**config.mk**
```make
export PLATFORM = sky130hd
export DESIGN_NAME = booth_mult_r4
export DESIGN_NICKNAME = d
export VERILOG_FILES = /design/src/rtl/booth_mult_r4.sv
export SDC_FILE = /design/constraint.sdc
export NUM_CORES = 1
export LEC_CHECK = 0
export CORE_MARGIN = 1
export CORE_UTILIZATION = 56
export CTS_BUF_LIST = sky130_fd_sc_hd__clkbuf_16
export DETAILED_ROUTE_END_ITERATION = 16
export PLACE_DENSITY = 0.81
export SLEW_MARGIN = 20
export SYNTH_ARGS = -nofsm -noshare
export SYNTH_HDL_FRONTEND = slang
export SYNTH_SLANG_ARGS = --single-unit
```
**constraint.sdc**
```tcl
create_clock -name clk -period 3 [get_ports clk]
set_input_delay 0.45 -clock clk [delete_from_list [all_inputs] [get_ports clk]]
set_output_delay 0.45 -clock clk [all_outputs]
set_load 0.05 [all_outputs]
```
**src/rtl/booth_mult_r4.sv**
```systemverilog
// -----------------------------------------------------------------------------
// booth_mult_r4
//
// Sequential radix-4 modified Booth multiplier with valid/ready handshakes on
// both sides. Operands are captured in IDLE, one Booth iteration is performed
// per cycle in CALC, and the product is held in DONE until the consumer takes
// it. Signed and unsigned operands are handled uniformly by extending both
// operands to N+2 bits at capture: sign-extended or zero-extended as selected.
//
// Parameters
//   N          operand width in bits (even, >= 4)
//
// Ports
//   clk        clock, all state changes on the rising edge
//   rst        synchronous active-high reset
//   in_valid   operands present
//   in_ready   block accepts operands (high only in IDLE)
//   in_m       multiplicand, N bits
//   in_q       multiplier, N bits
//   in_signed  1 = two's-complement operands, 0 = unsigned operands
//   out_valid  product valid (high only in DONE)
//   out_ready  consumer accepts product
//   out_p      product, low 2N bits of the exact result
// -----------------------------------------------------------------------------
module booth_mult_r4 #(
    parameter int N = 8
) (
    input  logic           clk,
    input  logic           rst,
    input  logic           in_valid,
    output logic           in_ready,
    input  logic [N-1:0]   in_m,
    input  logic [N-1:0]   in_q,
    input  logic           in_signed,
    output logic           out_valid,
    input  logic           out_ready,
    output logic [2*N-1:0] out_p
);

    // Extended operand width, iteration count, accumulator and counter widths.
    // The accumulator carries two guard bits above the extended multiplicand
    // so that A +/- 2M can never overflow.
    localparam int XW = N + 2;
    localparam int K  = XW / 2;
    localparam int AW = N + 4;
    localparam int CW = $clog2(K);

    if ((N % 2) != 0 || N < 4) begin : g_bad_width
        $error("booth_mult_r4: N must be even and at least 4");
    end

    typedef enum logic [1:0] {
        IDLE = 2'd0,
        CALC = 2'd1,
        DONE = 2'd2
    } state_t;

    state_t          state;
    state_t          state_nxt;

    logic [XW-1:0]   m_reg;
    logic [XW-1:0]   q_reg;
    logic            q_prev;
    logic [AW-1:0]   acc;
    logic [CW-1:0]   cnt;

    logic            last_iter;
    logic [AW-1:0]   m_ext;
    logic [AW-1:0]   pp;
    logic [AW-1:0]   sum;
    logic [AW-1:0]   acc_nxt;
    logic [XW-1:0]   q_nxt;
    logic            m_ext_bit;
    logic            q_ext_bit;

    assign last_iter = (cnt == CW'(K - 1));

    // Extension bit is the operand MSB in signed mode, zero in unsigned mode.
    assign m_ext_bit = in_signed & in_m[N-1];
    assign q_ext_bit = in_signed & in_q[N-1];

    // ------------------------------------------------------------------
    // FSM state register
    // ------------------------------------------------------------------
    // NOTE: sequential state uses non-blocking assignments so every register
    // samples pre-edge values regardless of block ordering.
    always_ff @(posedge clk) begin
        if (rst) begin
            state <= IDLE;
        end else begin
            state <= state_nxt;
        end
    end

    // ------------------------------------------------------------------
    // FSM next state and Moore outputs
    // ------------------------------------------------------------------
    // NOTE: every output of this block gets a default first; a path that
    // leaves one unassigned would otherwise infer a latch.
    always_comb begin
        state_nxt = state;
        in_ready  = 1'b0;
        out_valid = 1'b0;
        case (state)
            IDLE: begin
                in_ready = 1'b1;
                if (in_valid) begin
                    state_nxt = CALC;
                end
            end
            CALC: begin
                if (last_iter) begin
                    state_nxt = DONE;
                end
            end
            DONE: begin
                out_valid = 1'b1;
                if (out_ready) begin
                    state_nxt = IDLE;
                end
            end
            default: begin
                state_nxt = IDLE;
            end
        endcase
    end

    // ------------------------------------------------------------------
    // Booth partial-product selection and one radix-4 step
    // ------------------------------------------------------------------
    assign m_ext = {{(AW - XW){m_reg[XW-1]}}, m_reg};

    always_comb begin
        pp = '0;
        case ({q_reg[1:0], q_prev})
            3'b001, 3'b010: pp = m_ext;
            3'b011:         pp = m_ext << 1;
            3'b100:         pp = -(m_ext << 1);
            3'b101, 3'b110: pp = -m_ext;
            default:        pp = '0;
        endcase
    end

    assign sum = acc + pp;

    // {A, Q, q_prev} shifted arithmetically right by two: the two low bits of
    // the new sum move into the top of Q, and Q[1] becomes the next q_prev.
    assign acc_nxt = {{2{sum[AW-1]}}, sum[AW-1:2]};
    assign q_nxt   = {sum[1:0], q_reg[XW-1:2]};

    // ------------------------------------------------------------------
    // Datapath registers
    // ------------------------------------------------------------------
    always_ff @(posedge clk) begin
        if (rst) begin
            m_reg  <= '0;
            q_reg  <= '0;
            q_prev <= 1'b0;
            acc    <= '0;
            cnt    <= '0;
            out_p  <= '0;
        end else begin
            case (state)
                IDLE: begin
                    if (in_valid) begin
                        m_reg  <= {{2{m_ext_bit}}, in_m};
                        q_reg  <= {{2{q_ext_bit}}, in_q};
                        q_prev <= 1'b0;
                        acc    <= '0;
                        cnt    <= '0;
                    end
                end
                CALC: begin
                    acc    <= acc_nxt;
                    q_reg  <= q_nxt;
                    q_prev <= q_reg[1];
                    cnt    <= cnt + 1'b1;
                    // After K steps {A, Q} holds the full product; Q supplies
                    // the low N+2 bits and A the remaining N-2.
                    if (last_iter) begin
                        out_p <= {acc_nxt[N-3:0], q_nxt};
                    end
                end
                default: begin
                end
            endcase
        end
    end

endmodule

```
==> impl_metrics.py <==
metrics = {
    "outcome": {
        "status": "completed",
    },
    "setup_path": {
        "crit_required_ns": 3.18,
        "worst-endpoint-arrival_ns": 3.07,
        "cp-endpoint": "acc[6]$_SDFFE_PP0P_",
        "crit_start": "q_reg[0]$_SDFFE_PP0P_",
        "crit_type": "register to register",
        "r2r_end": "acc[6]$_SDFFE_PP0P_",
        "startpoint_type": "register",
        "reg2reg_from": "q_reg[0]$_SDFFE_PP0P_",
        "regToRegSetupSlack_ns": 0.11,
        "cp-end-kind": "register",
        "path_max_fanout": 9,
        "rr_worst_depth": 11,
    },
    "clocking": {
        "numCtsBuffers": 5,
        "cts.sinks": 51,
        "cts_tree": "yes",
        "cts_buffer_depth": 2,
        "htree_num_levels": 2,
        "cts_root_buffer": "clkbuf_16",
        "clk_pin_slew_ns": 0.07,
        "clk_latency_ns": 0.29,
    },
    "synthesis": {
        "avgSynthCellArea_um2": 7.46,
        "yosysWarningCount": 0,
        "synth_async_sr_flop_share": 0,
        "ys_seq_area_frac": 0.335,
        "ys_ff_latch": 51,
        "ys.flop_type": "dfxtp_1",
        "synth_area_leaders": "dfxtp_1 (34%), nand2_1 (11%), a21oi_1 (7.4%)",
        "syn_inst": 408,
        "synth_top_area_share": 0.335,
        "synth_nets": 444,
        "synthDistinctLibCells": 55,
        "yosys.area.top_type": "dfxtp_1",
        "synth_edf_count": 0,
        "syn_area_um2": 3040,
    },
    "floorplanning": {
        "die_h_um": 75.7,
        "die_w_um": 75.7,
        "rows": 26,
        "dieArea_um2": 5740,
        "core_um2": 5170,
        "io_pins": 39,
        "start_util": 0.589,
    },
    "route": {
        "wl_per_cell_um": 15.5,
        "drt-total-wl_um": 7960,
        "vias_per_cell": 5.91,
        "drtIter0Drc": 322,
        "drc": 0,
        "ant_nets": 0,
        "dr_total_vias": 3045,
        "dr.pass1.iters": 5,
    },
    "timing": {
        "slew_violations": 0,
        "setup_violations": 0,
        "relSlewSlack": 0.348,
        "finalCritPeriodShare": 0.963,
        "fin_ws_ns": 0.110,
        "fmax_mhz": 346,
        "period_needed_ns": 2.89,
        "finClkSkew_ns": 0.00426,
        "tightest_slew_ns": 0.976,
        "hold_viol_final": 0,
        "setup-tns-final_ns": 0,
        "hold_slack_ns": 0.456,
    },
    "finish": {
        "multiInputGateArea_um2": 1950,
        "drive_gt1_frac": 0.117,
        "finish.utilization": 0.726,
        "fill_cells": 398,
        "fin_cells": 515,
        "regArea_um2": 1030,
        "final_cell_area_um2": 3760,
        "fin_nets": 480,
        "mostFrequentLayoutCells": "nand2_1 (88), dfxtp_1 (45), a21oi_1 (44)",
        "mostFrequentLayoutCell": "nand2_1",
        "syn_to_final_growth_pct": 23.4,
        "largest_reg_flops": 16,
        "diodes": 0,
    },
    "pwr": {
        "power_density_nw_per_um2": 466,
        "vdd_drop_max_uv": 335,
        "p_leak_nw": 1.44,
        "total_power_mw": 1.75,
    },
    "placed_design": {
        "place_area_um2": 3480,
        "dpl_worst_slack_ns": 0.0243,
        "place.gp.congestion": 0.931,
        "dpl.cell_count": 500,
        "dpl.hpwl_um": 5200,
        "numPortBuffers": 38,
    },
    "global_route": {
        "grt_pass1_vias": 2535,
        "gr-total-overflow": 0,
        "antenna_found_initial": 0,
        "grt_pass1_wl_um": 11800,
        "grt_max_degree": 58,
        "grtUsageTotal": 0.270,
    },
    "flow_run": {
        "cap_violations": 0,
    },
    "hold_path": {
        "hold_class": "register to register",
    },
}
-- cells by family (layout without fill, tap and decap cells) --
| family | count (synthesis) | after routing | share of synthesized area |
|---|---|---|---|
| AO/OA/AOI/OAI | 110 | 110 | 0.229 |
| adder cells (fa/ha/maj) | 15 | 15 | 0.0641 |
| flip-flops | 51 | 51 | 0.335 |
| multiplexers | 4 | 4 | 0.0132 |
| AND/OR/NAND/NOR | 179 | 179 | 0.269 |
| XOR/XNOR | 15 | 15 | 0.0432 |
| buffers and inverters | 34 | 71 | 0.0464 |
-- synth_stat cells (3+ instances only) --
cell type / count
nand2_1: 88
dfxtp_1: 51
a21oi_1: 45
nor2_1: 38
clkbuf_1: 23
nand3_1: 16
ha_1: 14
o21ai_0: 14
a31oi_1: 10
xnor2_1: 9
a311oi_1: 8
nor3_1: 7
a211oi_1: 6
inv_1: 6
xor2_1: 6
a22oi_1: 4
mux2i_1: 4
nand2b_1: 4
nor2b_1: 4
a211o_1: 3
a21o_1: 3
nand3b_1: 3
nor4b_1: 3
-- worst max-delay path: stages (launching register included) --
cell and delay (ns):
dfxtp_2 0.44, clkinvlp_4 0.23, buf_4 0.18, a311oi_1 0.28, a21oi_1 0.10, ha_1 0.37, a211oi_1 0.34, o21a_1 0.19
nor2_2 0.05, o31ai_1 0.27, nor4_1 0.08, a211o_1 0.25
-- where the power goes --
group | switching [mW] | internal, mW
logic | 0.237 | 0.182
clock network | 0.267 | 0.314
registers | 0.0429 | 0.707
-- worst min path at each step --
stage / startpoint / endpoint / slack [ns] / depth (start not counted)
detailed placement: out_p[0]$_SDFFE_PP0P_ / out_p[0]$_SDFFE_PP0P_ / 0.45 / 2
CTS: out_p[0]$_SDFFE_PP0P_ / out_p[0]$_SDFFE_PP0P_ / 0.46 / 2
global placement: out_p[9]$_SDFFE_PP0P_ / out_p[9]$_SDFFE_PP0P_ / 0.44 / 2
global route: out_p[11]$_SDFFE_PP0P_ / out_p[11]$_SDFFE_PP0P_ / 0.47 / 2
floorplan: q_reg[8]$_SDFFE_PP0P_ / out_p[6]$_SDFFE_PP0P_ / 0.45 / 2
finish: out_p[0]$_SDFFE_PP0P_ / out_p[0]$_SDFFE_PP0P_ / 0.46 / 2
-- area by class of cell --
| cell class | count | area share |
|---|---|---|
| tap | 70 | 0.0233 |
| sequential | 51 | 0.274 |
| multi-input combinational | 323 | 0.519 |
| clock inverter | 3 | 0.00599 |
| timing repair buffer | 57 | 0.138 |
| inverter | 6 | 0.00699 |
| clock buffer | 5 | 0.0333 |
-- timing repair --
action                     in CTS  in global routing
resized for setup               0                 20
hold buffers                    0                  0
buffers inserted                0                  7
setup endpoints to repair       0                 10
-- layer usage --
layer / routed length [um] / up-vias / part of all wire / global-route usage
met3: 419 / 7 / 0.053 / 0.0357
met5: 0 / - / 0 / 0
li1: - / 1509 / - / -
met2: 3880 / 103 / 0.49 / 0.455
met1: 3600 / 1426 / 0.45 / 0.371
met4: 61 / 0 / 0.0077 / 0.0576
Power figures use the tool's default switching activity.
